**config.mk**
```make
export PLATFORM = sky130hd
export DESIGN_NAME = sw_debouncer
export DESIGN_NICKNAME = d
export VERILOG_FILES = /design/src/rtl/sw_debouncer.sv
export SDC_FILE = /design/constraint.sdc
export NUM_CORES = 1
export LEC_CHECK = 0
export ABC_AREA = 1
export CORE_ASPECT_RATIO = 0.8
export CORE_MARGIN = 5
export CORE_UTILIZATION = 67
export CTS_BUF_LIST = sky130_fd_sc_hd__clkbuf_4 sky130_fd_sc_hd__clkbuf_8 sky130_fd_sc_hd__clkbuf_16
export DETAILED_ROUTE_END_ITERATION = 8
export MAX_ROUTING_LAYER = met4
export PLACE_DENSITY = 0.85
export SLEW_MARGIN = 25
export SYNTH_ARGS = -nofsm -noshare
export SYNTH_HDL_FRONTEND = slang
export SYNTH_SLANG_ARGS = --single-unit
```
**constraint.sdc**
```tcl
create_clock -name i_clk -period 3.5 [get_ports i_clk]
set_input_delay 0.35 -clock i_clk [delete_from_list [all_inputs] [get_ports i_clk]]
set_output_delay 0.35 -clock i_clk [all_outputs]
set_load 0.005 [all_outputs]
```
**src/rtl/sw_debouncer.sv**
```systemverilog
// Switch/button conditioner: two-FF synchroniser, bounce filter, and registered
// press/release/long-press pulses plus a press-toggled bit.
module sw_debouncer #(
    parameter int DEBOUNCE_CYCLES   = 250000,
    parameter int LONG_PRESS_CYCLES = 12000000
) (
    input  logic i_clk,
    input  logic i_rst,
    input  logic i_sw,
    output logic o_sw_level,
    output logic o_press_pulse,
    output logic o_release_pulse,
    output logic o_long_pulse,
    output logic o_toggle
);

    localparam int DB_W   = $clog2(DEBOUNCE_CYCLES + 1);
    localparam int HOLD_W = $clog2(LONG_PRESS_CYCLES + 1);
    localparam logic [DB_W-1:0]   DB_MAX   = DB_W'(DEBOUNCE_CYCLES);
    localparam logic [HOLD_W-1:0] HOLD_MAX = HOLD_W'(LONG_PRESS_CYCLES);

    typedef enum logic [1:0] {
        IDLE_LOW    = 2'd0,
        WAIT_HIGH   = 2'd1,
        STABLE_HIGH = 2'd2,
        WAIT_LOW    = 2'd3
    } state_t;

    state_t state, state_nxt;
    logic sync1, sync2;
    logic [DB_W-1:0] db_cnt, db_cnt_nxt;
    logic [HOLD_W-1:0] hold_cnt, hold_cnt_nxt;
    logic long_done, long_done_nxt;
    logic hold_run;
    logic level_nxt, press_nxt, release_nxt, long_nxt, toggle_nxt;

    always_comb begin
        state_nxt     = state;
        db_cnt_nxt    = db_cnt;
        hold_cnt_nxt  = hold_cnt;
        long_done_nxt = long_done;
        level_nxt     = o_sw_level;
        toggle_nxt    = o_toggle;
        press_nxt     = 1'b0;
        release_nxt   = 1'b0;
        long_nxt      = 1'b0;
        hold_run      = 1'b0;

        case (state)
            IDLE_LOW: begin
                if (sync2) begin
                    state_nxt  = WAIT_HIGH;
                    db_cnt_nxt = DB_W'(1);
                end
            end
            WAIT_HIGH: begin
                if (!sync2) begin
                    state_nxt = IDLE_LOW;
                end else if (db_cnt == DB_MAX) begin
                    state_nxt     = STABLE_HIGH;
                    level_nxt     = 1'b1;
                    press_nxt     = 1'b1;
                    toggle_nxt    = ~o_toggle;
                    hold_cnt_nxt  = '0;
                    long_done_nxt = 1'b0;
                end else begin
                    db_cnt_nxt = db_cnt + 1'b1;
                end
            end
            STABLE_HIGH: begin
                hold_run = 1'b1;
                if (!sync2) begin
                    state_nxt  = WAIT_LOW;
                    db_cnt_nxt = DB_W'(1);
                end
            end
            WAIT_LOW: begin
                if (sync2) begin
                    state_nxt = STABLE_HIGH;
                    hold_run  = 1'b1;
                end else if (db_cnt == DB_MAX) begin
                    // Accepted release freezes the hold timer so a long pulse cannot follow it.
                    state_nxt   = IDLE_LOW;
                    level_nxt   = 1'b0;
                    release_nxt = 1'b1;
                end else begin
                    db_cnt_nxt = db_cnt + 1'b1;
                    hold_run   = 1'b1;
                end
            end
            default: state_nxt = IDLE_LOW;
        endcase

        if (hold_run) begin
            if (hold_cnt != HOLD_MAX) begin
                hold_cnt_nxt = hold_cnt + 1'b1;
            end else if (!long_done) begin
                long_nxt      = 1'b1;
                long_done_nxt = 1'b1;
            end
        end
    end

    always_ff @(posedge i_clk) begin
        if (i_rst) begin
            sync1           <= 1'b0;
            sync2           <= 1'b0;
            state           <= IDLE_LOW;
            db_cnt          <= '0;
            hold_cnt        <= '0;
            long_done       <= 1'b0;
            o_sw_level      <= 1'b0;
            o_press_pulse   <= 1'b0;
            o_release_pulse <= 1'b0;
            o_long_pulse    <= 1'b0;
            o_toggle        <= 1'b0;
        end else begin
            sync1           <= i_sw;
            sync2           <= sync1;
            state           <= state_nxt;
            db_cnt          <= db_cnt_nxt;
            hold_cnt        <= hold_cnt_nxt;
            long_done       <= long_done_nxt;
            o_sw_level      <= level_nxt;
            o_press_pulse   <= press_nxt;
            o_release_pulse <= release_nxt;
            o_long_pulse    <= long_nxt;
            o_toggle        <= toggle_nxt;
        end
    end

endmodule

```
==> metrics.txt, run 1 <==
Final period util 57.1%; grt peak-use layer met1; PortBufs 7; gpl congestion 0.988; CTS Root Cell clkbuf_8; Num CTS Buffers 5; max incr delay on CP 0.42 ns; Max Slew Vio Count 0; flop2flop setup slack 1.50 ns; Worst setup EP type flip-flop; DIE WIDTH 87.4 µm; CTS tree done; RR Endpoint hold_cnt[6]; clock-pin slew on the worst setup and hold paths 0.09 ns; cells after synthesis 508; largest net degree at the start of global routing 38; leakage power 1.23 nW; minimum clock period 2.00 ns; Seq cells post-synth 52; Critical Path Sink hold_cnt[6]; Setup WS post-layout 1.50 ns; CTS hold repair buffers 0; Starting Density 69.5%; crit-path cells inv_1, ha_1, nand3_1, nor2_1, nand3_1, nand3_2, o21ai_0, nor2_1; GRT met3 Usage 3.75%; Cell Area, Synth 3210 µm²; peak supply drop 0.279 mV; Total Power 0.00104 W; initial antenna violation count 0; YS warnings 0; Internal 0.000820 W; clk_lat worst skew 0.31 ns; clock skew 0.0133 ns; M1 GR Usage 40.6%; Ant. Diodes 0; clk sinks 52; Crit. path cell count 8; Fin. Hold Viols 0; DRT Pass-1 Iters 5; min-delay worst type flip-flop to flip-flop; slowest library cell on the worst path dfxtp_1; routed via count 3197; DIE AREA 6290 µm²; Highest Clock Rate 0.500 GHz; largest fanout on the critical path 22; Synthesized Nets 515; Final #Nets 516; Setup-failing EPs final 0; Sw Ratio 21.4%; post-CTS sizing 0; CP delay by family, top simple AND/OR/NAND/NOR gates; switching power 0.000223 W; Post-DP HPWL 5510 µm; R2R Path Start hold_cnt[0]; Unique masters post-synth 36; status finished clean; WL per Instance 13.2 µm; Placement Rows 22; Post-Place Worst Slack 1.52 ns; Cell Pwr Density 308 nW/µm²; crit path launch type flip-flop; H-tree depth 2; total congestion overflow 0; max_cap viols 0; vias in the first global route 2742; P&R area growth vs syn 5.25%; register area share after synthesis 32.4%; via/cell ratio 5.61; share of total power in the clock network 40.2%; slew margin rel. 69.6%; first-pass GRT wire length 12800 µm; crit path launch hold_cnt[0]; Arrival @ worst endpoint 2.20 ns; Overall Global Routing Usage 25.9%; Crit Path Class flip-flop to flip-flop; cells on worst reg2reg path 8; Critical Path RT 3.70 ns; Bufs and invs on worst path 1; combinational share of power 2.8%; post-route ant nets 0; drt drc 0; M2 GR Usage 35.5%; final wirelength 7530 µm; power share of the sequential group 57.1%; Die Y 72.0 µm; worst slew pin tran 0.456 ns; clock buffer depth 2; buffer count from post-CTS setup fixing 0; unrepaired setup endpoints after global routing no; Avg Inst Size Synth 6.33 µm²; Setup TNS 0 ns; Iteration-0 DRC Markers 326; core area 4620 µm²; layout cells sized above 1 6.67%; I/O pin count 8
## cell usage after synthesis
library cell,n,share of area (%)
a211oi_1,1,0.23
a21oi_1,33,5.1
a21oi_4,1,0.51
and2_1,1,0.19
buf_2,4,0.62
buf_4,2,0.47
buf_6,4,1.4
clkbuf_1,4,0.47
clkinv_1,1,0.12
clkinv_2,1,0.16
dfxtp_1,52,32
ha_1,4,1.6
inv_1,59,6.9
inv_2,7,0.82
nand2_1,138,16
nand2_2,1,0.19
nand2_4,1,0.35
nand3_1,40,6.2
nand3_2,4,1.2
nand3_4,1,0.55
nand3b_1,2,0.47
nand4_1,11,2.1
nand4_2,2,0.78
nor2_1,75,8.8
nor2_2,2,0.39
nor2_4,4,1.4
nor3_1,20,3.1
nor3_4,1,0.51
nor4_1,2,0.39
o211ai_1,1,0.23
o21a_1,1,0.23
o21ai_0,13,2.0
o21ai_1,1,0.16
o21bai_1,1,0.23
xnor2_1,2,0.55
xor2_1,11,3.0
## layer usage
metal / wire length (µm) / vias up
met4: 58 / 0
met1: 3860 / 1461
met5: 0 / -
met3: 618 / 7
met2: 3000 / 118
li1: - / 1611
## cells in the final DEF, fill, tap and decap left out
cell type	count
nand2_2	1
nor2_2	2
and2_1	1
nand4_1	11
o21ai_1	1
nand3_2	4
clkbuf_4	1
nand3b_1	2
o211ai_1	1
xnor2_1	2
nand2_4	1
o21a_1	1
o21bai_1	1
nor4_1	2
clkbuf_8	5
clkinv_2	2
nand3_1	40
nor3_4	1
nor2_1	75
a21oi_4	1
inv_2	7
a211oi_1	1
nor3_1	20
buf_4	1
nand3_4	1
nor2_4	4
a21oi_1	33
nand2_1	138
bufinv_16	1
clkinv_1	1
clkdlybuf4s50_1	7
xor2_1	11
nand4_2	2
inv_1	59
ha_1	4
dfxtp_1	52
o21ai_0	13
## worst min path at each step
stage,end,cells after the start,slack [ns],start
2_1_floorplan,sync2,2,0.39,sync1
3_3_place_gp,sync2,2,0.40,sync1
3_5_place_dp,sync2,2,0.41,sync1
4_1_cts,sync2,2,0.43,sync1
5_1_grt,sync2,2,0.45,sync1
6_report,sync2,2,0.43,sync1
## registers in the layout, summed over array words and instances, names as in the netlist, named ones only
name	cells
hold_cnt	24
db_cnt	18
long_done	1
o_long_pulse	1
o_press_pulse	1
o_release_pulse	1
o_sw_level	1
o_toggle	1
state	1
sync1	1
sync2	1
## power groups by stage
stage / Clock (W) / Combinational [W] / Sequential (W)
4_1_cts: 0.000424 / 0.0000289 / 0.000595
3_3_place_gp: 0 / 0.0000278 / 0.000609
6_report: 0.000419 / 0.0000290 / 0.000595
3_5_place_dp: 0 / 0.0000288 / 0.000609
2_1_floorplan: 0 / 0.0000215 / 0.000609
5_1_grt: 0.000454 / 0.0000319 / 0.000596
## worst min-delay path: stages (launching register included)
cell and delay [ns]:
dfxtp_1 0.31, inv_1 0.05, nor2_1 0.03
## stage by stage
step	util [%]	instance area, µm²	hold slack [ns]	std cells
after floorplan	-	3210	0.388	508
after global placement	70.8	3270	0.404	562
after detailed placement	70.8	3270	0.411	562
after global routing	73.2	3380	0.455	570
after CTS	73.2	3380	0.427	570
final	73.2	3380	0.426	570
## layout make-up
cell class,count,area [µm²]
clock buffer,6,76.3
clock inverter,2,35.0
sequential,52,1040
inverter,68,256
timing repair buffer,8,77.6
tap,60,75.1
fill,409,1240
multi-input combinational,374,1820
## logic make-up (layout without fill, tap and decap cells)
group           Yosys count  in the layout  synth area share (%)
buf+inv                  82             84                  10.9
simple gates            305            305                  42.8
compound gates           52             52                  8.76
xor+xnor                 13             13                  3.54
fa+ha+maj                 4              4                  1.56
flops                    52             52                  32.4
No activity file was read; power rests on OpenSTA's default activity.
==> run 2, diff against run 1 <==
- CORE_UTILIZATION: 67 -> 62
- PLACE_DENSITY: 0.85 -> 0.8
- clock period: 3.5 -> 1.9 ns (I/O delays scaled with it)
==> metrics.txt, run 2 (synthesis gave the netlist of run 1 again) <==
Starting Density 64.2% (was 69.5%); Sw Ratio 23.7% (was 21.4%); Setup WS post-layout 0.140 ns (was 1.50 ns); leakage power 1.29 nW (was 1.23 nW); Worst setup EP type flip-flop (unchanged); vias in the first global route 2875 (was 2742); CP delay by family, top simple AND/OR/NAND/NOR gates (unchanged); CTS Root Cell clkbuf_8 (unchanged); DRT Pass-1 Iters 5 (unchanged); Setup TNS 0 ns (unchanged); status finished clean (unchanged); largest net degree at the start of global routing 23 (was 38); Critical Path RT 2.11 ns (was 3.70 ns); Post-Place Worst Slack 0.170 ns (was 1.52 ns); clock-pin slew on the worst setup and hold paths 0.10 ns (was 0.09 ns); Layout fillers 456 (was 409); max reg flops 24 (unchanged); Iteration-0 DRC Markers 285 (was 326); Critical Path Most Common Cell nand2_1; final wirelength 8030 µm (was 7530 µm); total congestion overflow 0 (unchanged); clk_lat worst skew 0.31 ns (about the same); post-route ant nets 0 (unchanged); unrepaired setup endpoints after global routing yes (was no); peak supply drop 0.474 mV (was 0.279 mV); Post-DP HPWL 5940 µm (was 5510 µm); Final period util 92.6% (was 57.1%); crit path launch type flip-flop (unchanged); clock skew 0.00621 ns (was 0.0133 ns); drt drc 0 (unchanged); H-tree depth 2 (unchanged); Placement Rows 23 (was 22); share of total power in the clock network 37.8% (was 40.2%); layout cells sized above 1 9.37% (was 6.67%); Max Slew Vio Count 0 (unchanged); Ant. Diodes 0 (unchanged); Highest Clock Rate 0.568 GHz (was 0.500 GHz); Overall Global Routing Usage 25.4% (was 25.9%); min-delay worst type primary input to flip-flop (was flip-flop to flip-flop); Num CTS Buffers 5 (unchanged); initial antenna violation count 0 (unchanged); largest fanout on the critical path 5 (was 22); crit-path cells nand2_1, inv_1, nand2_1, nor2_1, nand2_1, nor2_2, nand3_1, nand2_1, inv_1, o21a_1 (was inv_1, ha_1, nand3_1, nor2_1, nand3_1, nand3_2, o21ai_0, nor2_1); worst slew pin tran 0.395 ns (was 0.456 ns); area of the multi-input gates 1830 µm² (was 1820 µm²); DIE WIDTH 90.5 µm (was 87.4 µm); combinational share of power 3.4% (was 2.8%); final instance area 3490 µm² (was 3380 µm²); Cell Pwr Density 534 nW/µm² (was 308 nW/µm²); Die Y 74.4 µm (was 72.0 µm); Largest regs hold_cnt x24, db_cnt x18 (unchanged); power share of the sequential group 58.8% (was 57.1%); max incr delay on CP 0.45 ns (was 0.42 ns); clk sinks 52 (unchanged); DIE AREA 6730 µm² (was 6290 µm²); max_cap viols 0 (unchanged); Internal 0.00142 W (was 0.000820 W); gpl congestion 1.01 (was 0.988); Crit Path Class flip-flop to flip-flop (unchanged); Placed Cells 577 (was 562); placed inst area 3380 µm² (was 3270 µm²); Setup-failing EPs final 0 (unchanged); slew margin rel. 73.6% (was 69.6%); clock buffer depth 2 (unchanged); routed via count 3233 (was 3197); switching power 0.000442 W (was 0.000223 W); core area 5010 µm² (was 4620 µm²); commonest cells after routing, fill and taps aside nand2_1, nor2_1, inv_1 (unchanged); slowest library cell on the worst path dfxtp_1 (unchanged); CTS tree done (unchanged); Arrival @ worst endpoint 1.97 ns (was 2.20 ns); commonest non-fill, non-tap cell in the layout nand2_1 (unchanged); FF/Latch Area 1040 µm² (unchanged); first-pass GRT wire length 13500 µm (was 12800 µm); Fin. Hold Viols 0 (unchanged); Final #Nets 529 (was 516); WL per Instance 13.7 µm (was 13.2 µm); minimum clock period 1.76 ns (was 2.00 ns); Bufs and invs on worst path 2 (was 1); post-route insts no fill 585 (was 570); CTS hold repair buffers 0 (unchanged); via/cell ratio 5.53 (was 5.61); Biggest register hold_cnt (unchanged); PortBufs 7 (unchanged); P&R area growth vs syn 8.64% (was 5.25%); I/O pin count 8 (unchanged)
[run 2: changes by cell type in the layout (fill, tap and decap cells not counted), sizes merged]
cell,previous run,this run
clkinvlp,0,1
buf,1,14
clkbuf,6,7
clkinv,3,2
bufinv,1,0
[run 2: power groups by stage]
stage,logic [W],clock network [W],registers [W]
final,0.0000634,0.000705,0.00110
after global routing,0.0000679,0.000756,0.00110
after global placement,0.0000595,0,0.00112
after floorplan,0.0000396,0,0.00112
after detailed placement,0.0000614,0,0.00112
after CTS,0.0000619,0.000705,0.00110
[run 2: path summary, 6_finish.rpt]
path	cells past startpoint	end	startpoint	slack (ns)
worst max-delay path	10	db_cnt[11]	db_cnt[4]	0.14
worst min-delay path	3	sync1	i_sw	0.41
worst max register to register	10	db_cnt[11]	db_cnt[4]	0.14
worst min register to register	2	sync2	sync1	0.44
[run 2: routing by layer]
layer  part of all wire (%)  track usage, %
met1                     49            35.6
met2                     41            37.1
met3                    8.5            5.56
met4                   0.86            6.45
met5                      0               -
[run 2: through the flow]
step                      hold slack, ns  power, W  utilization, %
final                              0.412   0.00186            69.7
after global routing               0.412   0.00192            69.7
after CTS                          0.410   0.00186            69.5
after detailed placement           0.425   0.00118            67.6
after global placement             0.400   0.00118            67.6
after floorplan                    0.297   0.00116               -
[run 2: repair_timing]
action	CTS	global route
endpoints found under the setup margin	0	3
resized for setup	0	4
setup buffers	0	0
[run 2: layout make-up]
cell class	count	share of cell area [%]
sequential	52	29.8
timing repair buffer	21	5.37
clock buffer	7	2.58
tap	62	2.22
multi-input combinational	374	52.4
clock inverter	1	0.215
inverter	68	7.42
[run 2: worst register-to-register path: cells and delay by family, from the launching register on]
kind / cells / cell delay, ns
buffers and inverters: 2 / 0.11
flip-flops: 1 / 0.45
AND/OR/NAND/NOR: 7 / 0.96
AO/OA/AOI/OAI: 1 / 0.16
==> run 3, diff against run 2 <==
- GPL_TIMING_DRIVEN: not set -> 0
- SKIP_CTS_REPAIR_TIMING: not set -> 1
==> metrics.txt, run 3 (synthesis gave the netlist of run 1 again) <==
status finished clean (unchanged); R2R Path Start db_cnt[1] (was db_cnt[4]); M1 GR Usage 38.1% (was 35.6%); Ant. Diodes 0 (unchanged); Iteration-0 DRC Markers 364 (was 285); CTS Root Cell clkbuf_8 (unchanged); final wirelength 8280 µm (was 8030 µm); P&R area growth vs syn 9.03% (was 8.64%); CTS tree done (unchanged); cells on worst reg2reg path 10 (unchanged); peak supply drop 0.523 mV (was 0.474 mV); max incr delay on CP 0.35 ns (was 0.45 ns); initial antenna violation count 0 (unchanged); Highest Clock Rate 0.566 GHz (was 0.568 GHz); GRT met3 Usage 4.65% (was 5.56%); max_cap viols 0 (unchanged); commonest non-fill, non-tap cell in the layout nand2_1 (unchanged); Final #Nets 531 (was 529); max reg flops 24 (unchanged); min-delay worst type primary input to flip-flop (unchanged); worst slew pin tran 0.667 ns (was 0.395 ns); Setup-failing EPs final 0 (unchanged); drt drc 0 (unchanged); clock buffer depth 2 (unchanged); Starting Density 64.2% (unchanged); clock skew 0.00674 ns (was 0.00621 ns); Num CTS Buffers 5 (unchanged); crit-path cells inv_2, ha_4, nand2_1, nor3_4, nand3_4, nand2_8, inv_2, buf_6, nand4_1, a21oi_1 (was nand2_1, inv_1, nand2_1, nor2_1, nand2_1, nor2_2, nand3_1, nand2_1, inv_1, o21a_1); vias in the first global route 2871 (was 2875); first-pass GRT wire length 13700 µm (was 13500 µm); Critical Path RT 2.08 ns (was 2.11 ns); clock-pin slew on the worst setup and hold paths 0.10 ns (about the same); flop2flop setup slack 0.13 ns (was 0.14 ns); DRT Pass-1 Iters 5 (unchanged); hold worst-path end sync1 (unchanged); RR Endpoint db_cnt[16] (was db_cnt[11]); Final period util 93.0% (was 92.6%); WL per Instance 14.1 µm (was 13.7 µm); Overall Global Routing Usage 26.3% (was 25.4%); I/O pin count 8 (unchanged); Placement Rows 23 (unchanged); H-tree depth 2 (unchanged); largest fanout on the critical path 10 (was 5); minimum clock period 1.77 ns (was 1.76 ns); DIE AREA 6730 µm² (unchanged); unrepaired setup endpoints after global routing no (was yes); core area 5010 µm² (unchanged); Crit Path Class flip-flop to flip-flop (unchanged); Layout fillers 472 (was 456); clk_lat worst skew 0.31 ns (about the same); hold path depth 3 (unchanged); M2 GR Usage 38.0% (was 37.1%); crit path launch type flip-flop (unchanged); CP delay by family, top simple AND/OR/NAND/NOR gates (unchanged); Cell Pwr Density 510 nW/µm² (was 534 nW/µm²); Arrival @ worst endpoint 1.95 ns (was 1.97 ns); Setup TNS 0 ns (unchanged); layout cells sized above 1 10.9% (was 9.37%); Critical Path Most Common Cell inv_2 (was nand2_1); Largest regs hold_cnt x24, db_cnt x18 (unchanged); PortBufs 6 (was 7); Hold Crit Start i_sw (unchanged); DIE WIDTH 90.5 µm (unchanged); FF/Latch Area 1050 µm² (was 1040 µm²); total congestion overflow 0 (unchanged); slowest library cell on the worst path dfxtp_1 (unchanged); Post-DP HPWL 6150 µm (was 5940 µm); Bufs and invs on worst path 3 (was 2); routed via count 3338 (was 3233); crit path launch db_cnt[1] (was db_cnt[4]); placed inst area 3350 µm² (was 3380 µm²); Die Y 74.4 µm (unchanged); via/cell ratio 5.70 (was 5.53); area of the multi-input gates 1870 µm² (was 1830 µm²); slew margin rel. 55.6% (was 73.6%); clk sinks 52 (unchanged); Max Slew Vio Count 0 (unchanged); commonest cells after routing, fill and taps aside nand2_1, nor2_1, inv_1 (unchanged); Biggest register hold_cnt (unchanged); post-route ant nets 0 (unchanged); final instance area 3500 µm² (was 3490 µm²); grt peak-use layer met1 (was met2); largest net degree at the start of global routing 16 (was 23); Fin. Hold Viols 0 (unchanged); Worst setup EP type flip-flop (unchanged); leakage power 1.28 nW (was 1.29 nW); gpl congestion 0.969 (was 1.01)
==> run 3: cell type report <==
class / count / area share (%)
Timing Repair Buffer: 9 / 2.36
Inverter: 68 / 7.32
Clock inverter: 2 / 0.357
Sequential cell: 52 / 29.8
Buffer: 14 / 2.71
Tap cell: 62 / 2.21
Multi-Input combinational cell: 374 / 53.2
Clock buffer: 5 / 1.96
==> run 3: worst max path at each step <==
stage	cells after the start	to	slack, ns
after CTS	8	hold_cnt[16]	0.006
after detailed placement	8	hold_cnt[16]	0.02
after global placement	8	hold_cnt[20]	0.04
after floorplan	10	db_cnt[15]	0.39
final	10	db_cnt[16]	0.13
after global routing	10	db_cnt[16]	0.002
==> run 3: stage by stage <==
step | hold WS (ns) | setup WS (ns) | power [W] | std cells | utilization (%)
finish | 0.402 | 0.132 | 0.00179 | 586 | 70.0
global route | 0.430 | 0.00154 | 0.00184 | 586 | 70.0
CTS | 0.403 | 0.00645 | 0.00179 | 583 | 68.6
detailed placement | 0.415 | 0.0221 | 0.00118 | 576 | 66.9
global placement | 0.398 | 0.0386 | 0.00118 | 576 | 66.9
floorplan | 0.297 | 0.387 | 0.00116 | 508 | -
==> run 3: worst reg2reg max path: stages, from the launching register on <==
cell and delay (ns):
dfxtp_1 0.35, inv_2 0.08, ha_4 0.14, nand2_1 0.09, nor3_4 0.28, nand3_4 0.18, nand2_8 0.14, inv_2 0.09
buf_6 0.15, nand4_1 0.07, a21oi_1 0.06
==> run 3: routing by layer <==
metal  share of wire, %  vias up
met2                 41      161
met1                 49     1529
met5                  0        -
met4               0.87        0
met3                9.7       11
li1                   -     1637
==> run 3: power breakdown <==
part           switching (W)  internal, W
clock               0.000375     0.000251
combinational      0.0000492    0.0000165
sequential        0.00000435      0.00109
total               0.000429      0.00136
